$ cat src/rtl/fsm_4s2i1o_pkg.sv
// Shared definitions for the 4-state/2-input/1-output Moore FSM (states A..D, out=1 only in D).
// Provides the state encoding, the next-state table and the Moore output function,
// plus the control-state type used by the steering driver.
package fsm_4s2i1o_pkg;

  localparam logic [1:0] StateA = 2'd0;
  localparam logic [1:0] StateB = 2'd1;
  localparam logic [1:0] StateC = 2'd2;
  localparam logic [1:0] StateD = 2'd3;

  typedef enum logic [1:0] {
    CtrlIdle  = 2'd0,
    CtrlSteer = 2'd1,
    CtrlResp  = 2'd2
  } ctrl_state_e;

  // Input 10 always lands in A and 11 always lands in D; 01 reaches B except from C (goes to D);
  // 00 reaches C from B/D and A from A/C.
  function automatic logic [1:0] fsm_4s2i1o_next(input logic [1:0] state,
                                                  input logic [1:0] fsm_in);
    logic [1:0] nxt;
    case (fsm_in)
      2'b10:   nxt = StateA;
      2'b11:   nxt = StateD;
      2'b01:   nxt = (state == StateC) ? StateD : StateB;
      default: nxt = ((state == StateB) || (state == StateD)) ? StateC : StateA;
    endcase
    return nxt;
  endfunction

  function automatic logic fsm_4s2i1o_out(input logic [1:0] state);
    return (state == StateD);
  endfunction

endpackage

$ cat src/rtl/fsm_4s2i1o_steer_driver_if.sv
// Request/response bus of the steering driver.
//   req_val/req_rdy/req_target    : target-state request (requester -> driver)
//   resp_val/resp_rdy             : response handshake (driver -> requester)
//   resp_steps/resp_state         : transitions used and state reached
// master = requester side, slave = driver side.
interface fsm_4s2i1o_steer_driver_if;
  logic       req_val;
  logic       req_rdy;
  logic [1:0] req_target;
  logic       resp_val;
  logic       resp_rdy;
  logic [1:0] resp_steps;
  logic [1:0] resp_state;

  modport master (
    output req_val, req_target, resp_rdy,
    input  req_rdy, resp_val, resp_steps, resp_state
  );

  modport slave (
    input  req_val, req_target, resp_rdy,
    output req_rdy, resp_val, resp_steps, resp_state
  );
endinterface

$ cat src/rtl/fsm_4s2i1o_shadow.sv
// Shadow model of the driven FSM: follows the FSM state from the input being driven, predicts
// its Moore output and flags any disagreement with the real output.
//   i_clk, i_reset : clock, synchronous active-high reset (shared with the driven FSM)
//   i_fsm_in       : input currently driven onto the FSM
//   i_fsm_out      : FSM's actual Moore output
//   o_state        : current shadow state
//   o_err          : sticky output-mismatch flag, cleared only by reset
module fsm_4s2i1o_shadow
  import fsm_4s2i1o_pkg::*;
(
  input  logic       i_clk,
  input  logic       i_reset,
  input  logic [1:0] i_fsm_in,
  input  logic       i_fsm_out,
  output logic [1:0] o_state,
  output logic       o_err
);

  logic [1:0] r_state;
  logic       r_err;
  logic [1:0] w_state_nxt;
  logic       w_pred_out;

  always_comb begin
    w_state_nxt = fsm_4s2i1o_next(r_state, i_fsm_in);
    w_pred_out  = fsm_4s2i1o_out(r_state);
  end

  always_ff @(posedge i_clk) begin
    if (i_reset) begin
      r_state <= StateA;
      r_err   <= 1'b0;
    end else begin
      r_state <= w_state_nxt;
      r_err   <= r_err | (i_fsm_out != w_pred_out);
    end
  end

  assign o_state = r_state;
  assign o_err   = r_err;

endmodule

$ cat src/rtl/fsm_4s2i1o_steer_driver.sv
// Initiator-side steering driver for the 4-state Moore FSM. Accepts a target state over the
// request handshake, drives the FSM input along the shortest path to it (1 or 2 transitions,
// never zero), and returns the step count and reached state over the response handshake.
//   i_clk, i_reset   : clock, synchronous active-high reset (shared with the driven FSM)
//   io_bus           : request/response bus (slave side)
//   o_fsm_in         : combinational drive onto the FSM input
//   i_fsm_out        : FSM's Moore output, checked against the shadow model
//   o_shadow_state   : current shadow of the FSM state
//   o_err            : sticky output-mismatch flag
module fsm_4s2i1o_steer_driver
  import fsm_4s2i1o_pkg::*;
(
  input  logic                          i_clk,
  input  logic                          i_reset,
  fsm_4s2i1o_steer_driver_if.slave      io_bus,
  output logic [1:0]                    o_fsm_in,
  input  logic                          i_fsm_out,
  output logic [1:0]                    o_shadow_state,
  output logic                          o_err
);

  // Input that keeps the FSM where it is. C has no self-loop, so it is parked via D.
  function automatic logic [1:0] steer_hold(input logic [1:0] s);
    logic [1:0] h;
    case (s)
      StateA:  h = 2'b00;
      StateB:  h = 2'b01;
      default: h = 2'b11;
    endcase
    return h;
  endfunction

  // First input on the shortest path from s to t. Targets A, B, D are one hop from everywhere
  // except B from C (goes through D). C is one hop only from B/D; from A go via B, from C via D.
  function automatic logic [1:0] steer_hop(input logic [1:0] s, input logic [1:0] t);
    logic [1:0] h;
    case (t)
      StateA: h = 2'b10;
      StateB: h = 2'b01;
      StateD: h = 2'b11;
      default: begin
        if (s == StateA)      h = 2'b01;
        else if (s == StateC) h = 2'b11;
        else                  h = 2'b00;
      end
    endcase
    return h;
  endfunction

  ctrl_state_e r_ctrl, w_ctrl_nxt;
  logic [1:0]  r_target, w_target_nxt;
  logic [1:0]  r_steps, w_steps_nxt;
  logic [1:0]  r_resp_steps, w_resp_steps_nxt;
  logic [1:0]  r_resp_state, w_resp_state_nxt;
  logic [1:0]  w_shadow;
  logic [1:0]  w_fsm_in;
  logic [1:0]  w_hop;

  fsm_4s2i1o_shadow u_shadow (
    .i_clk     (i_clk),
    .i_reset   (i_reset),
    .i_fsm_in  (w_fsm_in),
    .i_fsm_out (i_fsm_out),
    .o_state   (w_shadow),
    .o_err     (o_err)
  );

  always_comb begin
    w_ctrl_nxt       = r_ctrl;
    w_target_nxt     = r_target;
    w_steps_nxt      = r_steps;
    w_resp_steps_nxt = r_resp_steps;
    w_resp_state_nxt = r_resp_state;
    w_hop            = steer_hop(w_shadow, r_target);
    w_fsm_in         = steer_hold(w_shadow);

    case (r_ctrl)
      CtrlIdle: begin
        if (io_bus.req_val) begin
          w_target_nxt = io_bus.req_target;
          w_steps_nxt  = 2'd0;
          w_ctrl_nxt   = CtrlSteer;
        end
      end
      CtrlSteer: begin
        w_fsm_in    = w_hop;
        w_steps_nxt = r_steps + 2'd1;
        // Finish on the cycle whose transition lands on the target.
        if (fsm_4s2i1o_next(w_shadow, w_hop) == r_target) begin
          w_ctrl_nxt       = CtrlResp;
          w_resp_state_nxt = r_target;
          w_resp_steps_nxt = r_steps + 2'd1;
        end
      end
      CtrlResp: begin
        if (io_bus.resp_rdy) w_ctrl_nxt = CtrlIdle;
      end
      default: w_ctrl_nxt = CtrlIdle;
    endcase
  end

  always_ff @(posedge i_clk) begin
    if (i_reset) begin
      r_ctrl       <= CtrlIdle;
      r_target     <= StateA;
      r_steps      <= 2'd0;
      r_resp_steps <= 2'd0;
      r_resp_state <= StateA;
    end else begin
      r_ctrl       <= w_ctrl_nxt;
      r_target     <= w_target_nxt;
      r_steps      <= w_steps_nxt;
      r_resp_steps <= w_resp_steps_nxt;
      r_resp_state <= w_resp_state_nxt;
    end
  end

  assign io_bus.req_rdy    = (r_ctrl == CtrlIdle);
  assign io_bus.resp_val   = (r_ctrl == CtrlResp);
  assign io_bus.resp_steps = r_resp_steps;
  assign io_bus.resp_state = r_resp_state;
  assign o_fsm_in          = w_fsm_in;
  assign o_shadow_state    = w_shadow;

endmodule
$ cat src/flat_wrapper.sv
// flat-port wrapper written by rule: the top's interface ports become plain ports
module fsm_4s2i1o_steer_driver_flat import fsm_4s2i1o_pkg::*;
  (i_clk, i_reset, o_fsm_in, i_fsm_out, o_shadow_state, o_err, io_bus_req_val, io_bus_req_target, io_bus_resp_rdy, io_bus_req_rdy, io_bus_resp_val, io_bus_resp_steps, io_bus_resp_state);
  fsm_4s2i1o_steer_driver_if io_bus_i ();
  input  logic i_clk;
  input  logic i_reset;
  output logic [1:0] o_fsm_in;
  input  logic i_fsm_out;
  output logic [1:0] o_shadow_state;
  output logic o_err;
  input wire logic [$bits(io_bus_i.req_val)-1:0] io_bus_req_val;
  input wire logic [$bits(io_bus_i.req_target)-1:0] io_bus_req_target;
  input wire logic [$bits(io_bus_i.resp_rdy)-1:0] io_bus_resp_rdy;
  output wire logic [$bits(io_bus_i.req_rdy)-1:0] io_bus_req_rdy;
  output wire logic [$bits(io_bus_i.resp_val)-1:0] io_bus_resp_val;
  output wire logic [$bits(io_bus_i.resp_steps)-1:0] io_bus_resp_steps;
  output wire logic [$bits(io_bus_i.resp_state)-1:0] io_bus_resp_state;
  assign io_bus_i.req_val = io_bus_req_val;
  assign io_bus_i.req_target = io_bus_req_target;
  assign io_bus_i.resp_rdy = io_bus_resp_rdy;
  assign io_bus_req_rdy = io_bus_i.req_rdy;
  assign io_bus_resp_val = io_bus_i.resp_val;
  assign io_bus_resp_steps = io_bus_i.resp_steps;
  assign io_bus_resp_state = io_bus_i.resp_state;
  fsm_4s2i1o_steer_driver u_core (.i_clk(i_clk), .i_reset(i_reset), .io_bus(io_bus_i), .o_fsm_in(o_fsm_in), .i_fsm_out(i_fsm_out), .o_shadow_state(o_shadow_state), .o_err(o_err));
endmodule
$ cat config.mk
export PLATFORM = sky130hd
export DESIGN_NAME = fsm_4s2i1o_steer_driver_flat
export DESIGN_NICKNAME = d
export VERILOG_FILES = /design/src/rtl/fsm_4s2i1o_pkg.sv /design/src/rtl/fsm_4s2i1o_steer_driver_if.sv /design/src/rtl/fsm_4s2i1o_shadow.sv /design/src/rtl/fsm_4s2i1o_steer_driver.sv /design/src/flat_wrapper.sv
export SDC_FILE = /design/constraint.sdc
export NUM_CORES = 1
export LEC_CHECK = 0
export CORE_MARGIN = 8
export CORE_UTILIZATION = 47
export CTS_CLUSTER_DIAMETER = 100
export DETAILED_ROUTE_END_ITERATION = 10
export GPL_ROUTABILITY_DRIVEN = 0
export MAX_ROUTING_LAYER = met4
export PLACE_DENSITY = 0.76
export SETUP_SLACK_MARGIN = 0.02
export SLEW_MARGIN = 20
export SYNTH_ARGS = -nofsm -noshare
export SYNTH_HDL_FRONTEND = slang
export SYNTH_HIERARCHICAL = 1
export SYNTH_SLANG_ARGS = --single-unit
export TNS_END_PERCENT = 10
$ cat constraint.sdc
create_clock -name i_clk -period 2.5 [get_ports i_clk]
set_input_delay 0.5 -clock i_clk [delete_from_list [all_inputs] [get_ports i_clk]]
set_output_delay 0.5 -clock i_clk [all_outputs]
set_load 0.02 [all_outputs]
Word level (Yosys, flattened, before mapping)
Index checks and enable logic that the tools add are counted.

word-level totals
  output and inout port bits = 11
  flip-flop bits (word level) = 13

operators by class
  bitwise logic cells = 1
  add/subtract/negate cells = 1
  equality and inequality tests = 18
  reduce and logical (&&, ||, !) cells = 9
  muxes and demuxes = 16

operators by type and width
  operator                                              count
  one-hot mux 2 bit (3 select lines)                    4
  two-way mux 2 bit                                     10
  equality test 2 bit (second input constant)           8
  equality test 2 x 1 -> 1 bit (second input constant)  5
  one-hot mux 2 bit (2 select lines)                    2
  logical NOT 2 bit                                     3
  AND reduction 2 bit                                   3
  != test 2 bit (second input constant)                 2
  AND reduction 3 bit                                   1
  adder 2 x 1 -> 2 bit (second input constant)          1
  equality test 2 bit                                   1
  != test 2 x 1 -> 1 bit (second input constant)        1
  nonzero test 2 bit                                    1
  logical OR 1 bit                                      1
  != test 1 bit                                         1
  OR 1 bit                                              1

Logic depth before layout (Yosys ltp)
  depth in word-level cells = 10
  depth in mapped cells = 8
  gate-level depth less buffers = 7

By module
Netlist, hierarchy kept.

by module, submodules not included
  module                   seq. area each (µm²)  times used  area each (µm²)  cells an instance
  fsm_4s2i1o_steer_driver  200.2                 1           620.6            71
  fsm_4s2i1o_shadow        60.1                  1           125.1            12

Worst setup path after synthesis
OpenSTA, ideal clock, no wires.

  kind = flip-flop to flip-flop
  start = register u_core.r_target[1]
  end = register u_core.r_resp_steps[0] (netlist: u_core/io_bus.resp_steps[0])
  cell stages (with the launch flop) = 8
  data required time = 2.421 ns
  arrival time = 1.794 ns
  buffers on the path = 0
  setup slack = 0.626 ns
  clock period less this slack = 1.874 ns
  cells stage by stage = dfxtp_1 > inv_1 > ha_1 > o21bai_1 > mux2i_1 > mux2_2 > and2_4 > a211oi_2

between the ends
  word-level cells in the longest chain between the ends = 7

ends and longest elaborated chain
  what                                                                 RTL line                        source
  start: declaration                                                   fsm_4s2i1o_steer_driver.sv:51   logic [1:0] r_target, w_target_nxt;
  start signal: assignment                                             fsm_4s2i1o_steer_driver.sv:105  r_target <= StateA;
  start signal: assignment                                             fsm_4s2i1o_steer_driver.sv:111  r_target <= w_target_nxt;
  equality test 2 bit, or another cell as far along                    fsm_4s2i1o_steer_driver.sv:37   case (t)
  one-hot mux 2 bit (3 select lines)                                   fsm_4s2i1o_steer_driver.sv:37
  equality test 2 x 1 -> 1 bit or equality test 2 bit (tied branches)  fsm_4s2i1o_pkg.sv:22            case (fsm_in)
  one-hot mux 2 bit (3 select lines)                                   fsm_4s2i1o_pkg.sv:22
  two-way mux 2 bit                                                    fsm_4s2i1o_steer_driver.sv:77   case (r_ctrl)
  equality test 2 bit *                                                fsm_4s2i1o_steer_driver.sv:89   if (fsm_4s2i1o_next(w_shadow, w_hop) == r_target) begin
  AND reduction 2 bit (no line) *                                      -
  end signal: assignment                                               fsm_4s2i1o_steer_driver.sv:113  r_resp_steps <= w_resp_steps_nxt;
  end: declaration                                                     fsm_4s2i1o_steer_driver.sv:53   logic [1:0] r_resp_steps, w_resp_steps_nxt;

Every way passes the cells marked *; elsewhere a longest branch is shown, timed or not. The select of a mux whose other input is x is not followed.
A chain may end at the register's enable or synchronous reset.

Final worst setup path
  start = register u_core.r_target[0]
  end = output port o_fsm_in[0]

between the ends
  word-level cells in the longest chain between the ends = 3

ends and longest elaborated chain
  what                                               RTL line                       source
  equality test 2 bit, or another cell as far along  fsm_4s2i1o_steer_driver.sv:37
  one-hot mux 2 bit (3 select lines) *               fsm_4s2i1o_steer_driver.sv:37
  two-way mux 2 bit *                                fsm_4s2i1o_steer_driver.sv:77
  end: declaration                                   flat_wrapper.sv:7              output logic [1:0] o_fsm_in;

Every way passes the cells marked *; elsewhere a longest branch is shown, timed or not.

==> impl_metrics.env <==
export IMPL_cts_root_buf="clkbuf_4"
export IMPL_ios=18
export IMPL_drt_antenna_violating_nets=0
export IMPL_ff2ff_setup_slack_ns=0.42
export IMPL_fin_skew_ns=0.00301
export IMPL_syn_area_sq_um=746
export IMPL_grt_antenna_before_repair=0
export IMPL_cts_tree="done"
export IMPL_maxCapViolCount=0
export IMPL_grt_pass1_wl_mm=2.93
export IMPL_die_y_um=55.8
export IMPL_dpl_hpwl_mm=1.32
export IMPL_cts_buffers=3
export IMPL_cts_hold_buf=0
export IMPL_area_delta_synth_final_pct=28.2
export IMPL_worst_ep_arrival_time_ns=1.73
export IMPL_postSynthAreaPerCell_sq_um=8.98
export IMPL_setup_viol_count_final=0
export IMPL_grt_pass1_vias=705
export IMPL_slew_violations=0
export IMPL_most_common_layout_cells="clkdlybuf4s50_1 (15), dfxtp_1 (12), nor2_1 (8)"
export IMPL_setup_tns_ns=0
export IMPL_track_usage_pct=11.4
export IMPL_synth_cell_type_count=34
export IMPL_crit_fanout=6
export IMPL_diodes=0
export IMPL_switching_share_pct=38.2
export IMPL_yosysTopAreaCell="dfxtp_1"
export IMPL_p_leak_nw=0.369
export IMPL_synth_area_leaders="dfxtp_1 (35%), ha_1 (5.0%), nor2b_1 (4.2%)"
export IMPL_drc=0
export IMPL_rows=14
export IMPL_p_switching_mw=0.289
export IMPL_synth_edff_count=0
export IMPL_ys_flop_type="dfxtp_1"
export IMPL_vias=671
export IMPL_drtIter0Drc=10
export IMPL_dr_pass1_iters=5
export IMPL_yosysSeqAreaShare_pct=34.9
export IMPL_clockBufferDepth=2
export IMPL_p_seq_share_pct=37.5
export IMPL_io_buffers=17
export IMPL_start_util_pct=50.1
export IMPL_crit_type="reg2out"
export IMPL_end_kind="primary output"
export IMPL_vias_per_cell=5.64
export IMPL_htree_levels=1
export IMPL_finalNonFillerCells=119
export IMPL_syn_inst=83
export IMPL_netlist_area_leader_share_pct=34.9
export IMPL_async_reset_ff_share_pct=0
export IMPL_p_per_area_nw_per_um2=792
export IMPL_seq_area_sq_um=262
export IMPL_tightest_slew_ns=0.526
export IMPL_status="completed"
export IMPL_clk_insertion_delay_late_ns=0.27
export IMPL_ys_ff_latch=13
export IMPL_cp_start_kind="register"
export IMPL_placedCellCount=115
export IMPL_numClockSinks=13
export IMPL_max_vdd_ir_drop_mv=0.466
export IMPL_multi_input_area_sq_um=454
export IMPL_min_period_over_period_pct=89.3
export IMPL_die_w_um=55.8
export IMPL_clkTransAtPathRegs_ns=0.08
export IMPL_grt_ovfl_total=0
export IMPL_required_ns=2.00
export IMPL_grt_setup_unrepaired="no"
export IMPL_max_freq_mhz=448
export IMPL_internal_power_mw=0.468
export IMPL_hold_class="reg2reg"
export IMPL_p_comb_share_pct=45.2
export IMPL_wl_mm=1.71
export IMPL_grt_max_degree=15
export IMPL_period_minus_slack_ns=2.23
export IMPL_fillers=139
export IMPL_wl_per_cell_um=14.3
export IMPL_finalHoldViolCount=0
export IMPL_core_area_sq_um=1490
export IMPL_synth_warnings=6
export IMPL_final_nets=114
export IMPL_layout_commonest_cell="clkdlybuf4s50_1"
export IMPL_syn_nets=93
export IMPL_cts_setup_buffers=0
export IMPL_dieArea_sq_um=3120
export IMPL_relSlewSlack_pct=64.8
export IMPL_drive_above_1_share_pct=16.5
export IMPL_clockPowerShare_pct=17.4
## per-layer routing
metal | GRT usage, % | vias up | routed length, um | share of wire [%]
li1 | - | 336 | - | -
met1 | 12.5 | 301 | 803 | 47
met2 | 18.1 | 29 | 758 | 44
met3 | 3.88 | 5 | 106 | 6.2
met4 | 5.15 | 0 | 36 | 2.1
met5 | - | - | 0 | 0
## sequential cells by signal (all words and copies together), names as in the netlist
name                      flops
u_core/io_bus.resp_state      2
u_core/io_bus.resp_steps      2
u_core/r_ctrl                 2
u_core/r_steps                2
u_core/r_target               2
u_core/u_shadow/o_err         1
u_core/u_shadow/o_state       2
## stage by stage
step | power, mW | hold slack [ns] | setup slack (ns) | utilization [%] | instance area, sq um
2_1_floorplan | 0.509 | 0.470 | 0.626 | - | 746
3_3_place_gp | 0.635 | 0.467 | 0.201 | 62.4 | 928
3_5_place_dp | 0.642 | 0.485 | 0.155 | 62.4 | 928
4_1_cts | 0.769 | 0.493 | 0.0201 | 64.3 | 957
5_1_grt | 0.810 | 0.546 | 0.125 | 64.2 | 956
6_report | 0.757 | 0.493 | 0.269 | 64.2 | 956
## cell type report
cell class	instances	share of cell area, %
multi-input combinational	63	47.5
clock buffer	4	2.75
timing repair buffer	18	18.3
sequential	13	27.4
tap	16	2.09
inverter	5	1.96
## critical path, stage by stage (launching register included)
cell      delay, ns
dfxtp_1        0.43
inv_1          0.08
ha_1           0.25
and2_4         0.18
o21ai_0        0.14
o31a_1         0.19
clkbuf_2       0.18
## power by group through the flow
stage	Clock, mW	Sequential, mW	Combinational, mW
CTS	0.133	0.286	0.350
global route	0.144	0.293	0.373
global placement	0	0.288	0.347
detailed placement	0	0.290	0.353
floorplan	0	0.301	0.208
finish	0.131	0.284	0.342
## synthesized netlist by cell type (2+ instances only)
cell type and count:
ha_1 3, a211oi_2 2, xnor2_1 2, inv_1 5
nor2_1 8, a21oi_1 6, and2_4 2, a211oi_1 2
o21ai_0 5, nor2b_1 5, nand2b_1 4, dfxtp_1 13
mux2i_1 3, o21bai_1 2, or3_1 2
## logic make-up (layout without fill, tap and decap cells)
logic type | count (synthesis) | count (layout) | synth area share (%)
muxes | 4 | 4 | 5.54
AOI/OAI and AO/OA | 23 | 23 | 22.1
xor gates and xnor gates | 2 | 2 | 2.35
adders and majority gates | 3 | 3 | 5.03
and+or+nand+nor | 31 | 31 | 25.5
DFF | 13 | 13 | 34.9
buffers and inverters | 7 | 27 | 4.53
## path summary, 6_finish.rpt
path                                                     to  cells past startpoint                   startpoint
worst min-delay path            u_core/io_bus.resp_state[1]                      2  u_core/io_bus.resp_state[1]
worst min register to register  u_core/io_bus.resp_state[1]                      2  u_core/io_bus.resp_state[1]
worst max register to register  u_core/io_bus.resp_steps[1]                      7           u_core/r_target[0]
worst max-delay path                            o_fsm_in[0]                      6           u_core/r_target[0]
## timing repair
action,CTS,global route
hold endpoints to repair,0,0
endpoints found under the setup margin,2,2
resized for setup,3,3
No activity file was read; power rests on OpenSTA's default activity.
